**config.mk**
```make
export PLATFORM = sky130hd
export DESIGN_NAME = crc_stream_engine
export DESIGN_NICKNAME = d
export VERILOG_FILES = /design/src/rtl/crc_stream_engine.sv
export SDC_FILE = /design/constraint.sdc
export NUM_CORES = 1
export LEC_CHECK = 0
export ABC_AREA = 1
export ABC_CLOCK_PERIOD_IN_PS = 4400
export BUFFER_PORTS_ARGS = -buffer_cell sky130_fd_sc_hd__buf_2
export CAP_MARGIN = 10
export CORE_MARGIN = 10
export CORE_UTILIZATION = 56
export DETAILED_ROUTE_END_ITERATION = 10
export PLACE_DENSITY = 0.9
export SYNTH_ARGS = -nofsm -noshare
export SYNTH_HDL_FRONTEND = slang
export SYNTH_SLANG_ARGS = --single-unit
```
**constraint.sdc**
```tcl
create_clock -name clk -period 4.4 [get_ports clk]
set_input_delay 0.44 -clock clk [delete_from_list [all_inputs] [get_ports clk]]
set_output_delay 0.44 -clock clk [all_outputs]
set_load 0.01 [all_outputs]
```
**src/rtl/crc_stream_engine.sv**
```systemverilog
// crc_stream_engine: framed, parametrised CRC over DATA_W-bit beats with byte-enabled final beat
// Ports:
//    clk, reset        - rising-edge clock, synchronous active-low reset
//    data_in           - frame data, byte lane 0 in data_in[7:0]
//    input_valid/ready - input beat handshake
//    input_last        - marks the final beat of a frame
//    byte_en           - valid lanes on the final beat (contiguous from lane 0)
//    crc_out           - finished CRC of the last completed frame
//    frame_bytes       - byte count of that frame, saturating at 16'hFFFF
//    output_valid/ready- result handshake
module crc_stream_engine #(
   parameter int          CRC_W       = 32,
   parameter logic [31:0] POLY        = 32'h04C11DB7,
   parameter logic [31:0] INIT        = 32'hFFFFFFFF,
   parameter logic [31:0] XOR_OUT     = 32'hFFFFFFFF,
   parameter bit          REFLECT_IN  = 1'b1,
   parameter bit          REFLECT_OUT = 1'b1,
   parameter int          DATA_W      = 32
) (
   input  logic                clk,
   input  logic                reset,
   input  logic [DATA_W-1:0]   data_in,
   input  logic                input_valid,
   input  logic                input_last,
   input  logic [DATA_W/8-1:0] byte_en,
   output logic                input_ready,
   output logic [CRC_W-1:0]    crc_out,
   output logic [15:0]         frame_bytes,
   output logic                output_valid,
   input  logic                output_ready
);
   localparam int LANES = DATA_W / 8;
   typedef enum logic [1:0] {IDLE, ACTIVE, DONE} state_t;
   state_t           state;
   logic [CRC_W-1:0] crc_reg;
   logic [CRC_W-1:0] crc_next;
   logic [CRC_W-1:0] crc_final;
   logic [15:0]      count;
   logic [15:0]      count_next;
   logic [16:0]      count_sum;
   logic [7:0]       lanes;
   logic             run;
   logic             accept;
   // Register is kept in normal (MSB-first) form; input reflection only changes bit feed order.
   function automatic logic [CRC_W-1:0] crc_byte(input logic [CRC_W-1:0] c, input logic [7:0] d);
      logic [CRC_W-1:0] r;
      logic             fb;
      r = c;
      for (int i = 0; i < 8; i++) begin
         fb = r[CRC_W-1] ^ (REFLECT_IN ? d[i] : d[7-i]);
         r  = {r[CRC_W-2:0], 1'b0} ^ (fb ? POLY[CRC_W-1:0] : '0);
      end
      return r;
   endfunction
   function automatic logic [CRC_W-1:0] reverse(input logic [CRC_W-1:0] c);
      logic [CRC_W-1:0] r;
      for (int i = 0; i < CRC_W; i++) r[i] = c[CRC_W-1-i];
      return r;
   endfunction
   // Fold lanes in order; on the last beat stop at the first disabled lane.
   always_comb begin
      crc_next = crc_reg;
      lanes    = '0;
      run      = 1'b1;
      for (int k = 0; k < LANES; k++) begin
         run = run & (!input_last | byte_en[k]);
         if (run) begin
            crc_next = crc_byte(crc_next, data_in[8*k +: 8]);
            lanes    = lanes + 8'd1;
         end
      end
   end
   assign count_sum    = {1'b0, count} + {9'd0, lanes};
   assign count_next   = count_sum[16] ? 16'hFFFF : count_sum[15:0];
   assign crc_final    = (REFLECT_OUT ? reverse(crc_next) : crc_next) ^ XOR_OUT[CRC_W-1:0];
   assign output_valid = (state == DONE);
   assign input_ready  = reset && (!output_valid || output_ready);
   assign accept       = input_valid && input_ready;
   always_ff @(posedge clk) begin
      if (!reset) begin
         state       <= IDLE;
         crc_reg     <= INIT[CRC_W-1:0];
         count       <= '0;
         crc_out     <= '0;
         frame_bytes <= '0;
      end else begin
         if (output_valid && output_ready) state <= IDLE;
         if (accept) begin
            if (input_last) begin
               crc_out     <= crc_final;
               frame_bytes <= count_next;
               crc_reg     <= INIT[CRC_W-1:0];
               count       <= '0;
               state       <= DONE;
            end else begin
               crc_reg <= crc_next;
               count   <= count_next;
               state   <= ACTIVE;
            end
         end
      end
   end
endmodule

```
==> impl_metrics.csv <==
group,metric,value,unit
clocking,hold_buffers,0,
drt,antenna_left,0,
outcome,outcome,"completed",
sta,fmax,242.8,MHz
power_and_ir_drop,p_clk_share,9.8,%
sta,hold_viol,0,
sta,relSlewSlack,24.10,%
power_and_ir_drop,leakagePower,6.284,nW
job,cap_violations,0,
power_and_ir_drop,p_switching,5.087,mW
drt,drtIter0Drc,1572,
clocking,htreeDepth,3,
final_layout,drive_above_1_share,17.87,%
synth,ys_types,54,
sta,fin_hold_ws,0.4514,ns
clocking,root_buffer,"clkbuf_16",
synth,synth_nets,1820,
synth,syn_inst,1773,
synth,synthFlopType,"dfxtp_1",
grt,grt_max_degree,50,
synth,synth-seq-cells,98,
clocking,cts_tree,"yes",
power_and_ir_drop,total_power,8.772,mW
critical_path,worstPathRequired,4.64,ns
drt,wirelength,37.76,mm
min_path,min-delay-path-class,"reg2reg",
power_and_ir_drop,p_sw_share,57.99,%
sta,setup_viol,0,
synth,yosys_warnings,0,
place,dp_hpwl,30.32,mm
synth,post-synth-top-count-cell,"nand2_1",
synth,synth_area_leader_cell,"nand2_1",
power_and_ir_drop,internal_power,3.685,mW
synth,async_reset_ff_share,0,%
drt,avgRoutedWirePerCell,18.09,um
critical_path,max_stage_delay,0.36,ns
critical_path,endpoint_kind,"register",
clocking,numCtsBuffers,9,
power_and_ir_drop,p_per_area,768.6,nW/um^2
floorplan,die_h,155.5,um
grt,grt_pass1_wl,59.59,mm
drt,drc,0,
synth,synth_common_cells,"734 x nand2_1, 230 x nand3_1, 141 x inv_1, 98 x dfxtp_1, 94 x nand2_2",
sta,drv_slew,0,
clocking,clk_pin_slew_worst_paths,0.07,ns
synth,synth_edf_count,0,
critical_path,arrival,4.36,ns
floorplan,io_pins,91,
grt,grt_pass1_vias,11060,
synth,ys_seq_area_share,19.07,%
clocking,clk-insertion-delay-late,0.35,ns
floorplan,die_w,155.5,um
sta,fin_crit_sh,93.60,%
sta,period_needed,4.118,ns
critical_path,r2r_slack,0.28,ns
grt,grt_use_total,30.27,%
floorplan,fp.coreArea,18020,sq um
critical_path,cp-start-kind,"register",
power_and_ir_drop,power_frac_comb,77.1,%
drt,vias,12090,
sta,worst_clock_skew,0.01062,ns
final_layout,n_antenna_cell,0,
power_and_ir_drop,power_frac_seq,13.1,%
synth,syn-cell-area,10290,sq um
final_layout,syn_to_final_growth,10.96,%
power_and_ir_drop,peakVddDrop,0.4056,mV
critical_path,path_class,"reg2reg",
clocking,cts_sinks,98,
place,gp_congestion,1.071,
synth,yosys-top-cells-area,"nand2_1 27%, dfxtp_1 19%, nand3_1 11%, xor2_1 5.9%, nand2_2 5.7%",
sta,worstMarginPinSlew,1.136,ns
floorplan,initial_core_util,57.07,%
clocking,clockBufferDepth,2,
floorplan,rows,49,
drt,vias_per_cell,5.793,
critical_path,critPathMaxFanout,8,
grt,grt_antenna_before_repair,1,
synth,synth_top_area_share,26.79,%
final_layout,nets,1900,
place,port_buffers,90,
grt,gr-total-overflow,0,
critical_path,slowest_stage,"dfxtp_2",
synth,avgSynthCellArea,5.802,sq um
floorplan,die-area,24190,sq um
drt,drtPass1Iterations,6,
critical_path,crit_path_frequent_cell,"nand2_1",
-- logic make-up (layout without fill, tap and decap cells) --
family | count (synthesis) | count (layout) | synth area share (%)
AO/OA/AOI/OAI | 158 | 158 | 9.293
XOR/XNOR | 102 | 102 | 9.391
adder cells (fa/ha/maj) | 6 | 6 | 0.8028
buffers and inverters | 210 | 295 | 8.186
flip-flops | 98 | 98 | 19.07
other | 1 | 1 | 0.03646
AND/OR/NAND/NOR | 1198 | 1198 | 53.22
-- what timing repair did --
| item | in CTS | in global routing |
|---|---|---|
| setup endpoints to repair | 0 | 41 |
| resized for setup | 0 | 19 |
| buffers inserted | 0 | 1 |
-- area by class of cell --
cell class	count	area, sq um
clock buffer	10	239.0
multi-input combinational	1465	7574
tap	229	286.5
clock inverter	6	87.58
inverter	163	616.8
fill	1753	6611
timing repair buffer	116	645.6
sequential	98	1964
-- power by group through the flow --
| stage | clock network (mW) | registers [mW] | logic (mW) |
|---|---|---|---|
| 3_5_place_dp | 0 | 1.16 | 6.46 |
| 5_1_grt | 0.889 | 1.16 | 7.38 |
| 4_1_cts | 0.860 | 1.14 | 6.51 |
| 2_1_floorplan | 0 | 1.16 | 4.69 |
| 3_3_place_gp | 0 | 1.16 | 6.38 |
| 6_report | 0.858 | 1.15 | 6.76 |
-- routing by layer --
| layer | vias to the layer above | track usage, % | wire length [um] |
|---|---|---|---|
| met5 | - | 0 | 13 |
| met4 | 2 | 14.80 | 1933 |
| met3 | 105 | 4.797 | 4013 |
| met2 | 676 | 46.22 | 16290 |
| met1 | 5501 | 40.66 | 15510 |
| li1 | 5806 | - | - |
-- stage by stage --
step | TNS (ns) | std cells | util [%] | area [sq um] | worst slack, ns
global placement | 0 | 2070 | 61.16 | 11020 | 0.1881
global route | -0.01273 | 2087 | 63.32 | 11410 | -0.01273
finish | 0 | 2087 | 63.32 | 11410 | 0.2816
detailed placement | 0 | 2070 | 61.16 | 11020 | 0.1053
CTS | 0 | 2086 | 62.97 | 11350 | 0.1296
floorplan | 0 | 1773 | - | 10290 | 0.03246
-- worst max-delay path, delay by kind of cell, from the launching register on --
kind / cells / cell delay, ns
flip-flops: 1 / 0.36
buffers and inverters: 2 / 0.14
AND/OR/NAND/NOR: 23 / 2.32
AO/OA/AOI/OAI: 1 / 0.34
XOR/XNOR: 3 / 0.83
-- path summary, 6_finish.rpt --
check,startpoint,to,depth (start not counted)
setup / recovery,crc_reg[31]$_SDFFE_PN1P_,crc_out[17]$_SDFFE_PN0P_,29
hold / removal,crc_out[5]$_SDFFE_PN0P_,crc_out[5]$_SDFFE_PN0P_,2
setup reg to reg,crc_reg[31]$_SDFFE_PN1P_,crc_out[17]$_SDFFE_PN0P_,29
hold reg to reg,crc_out[5]$_SDFFE_PN0P_,crc_out[5]$_SDFFE_PN0P_,2
-- placed cells by master (no fill, tap or decap), types with 4 or more instances in the layout --
master / instances
nand2_1: 733
nand3_1: 229
inv_1: 139
dfxtp_1: 96
buf_2: 90
nand2_2: 88
xor2_1: 69
nor2_1: 53
o21ai_0: 43
a21oi_1: 42
nand2_4: 31
buf_4: 26
xnor2_1: 25
nand3_2: 23
inv_2: 22
a22o_1: 18
o21ai_1: 15
a22oi_1: 9
nand4_1: 9
clkbuf_16: 9
or2_2: 8
xor2_2: 5
ha_1: 5
o21a_1: 4
a21boi_1: 4
nand3b_1: 4
o21ai_2: 4
nor2_4: 4
or2_1: 4
No activity file was read; power rests on OpenSTA's default activity.
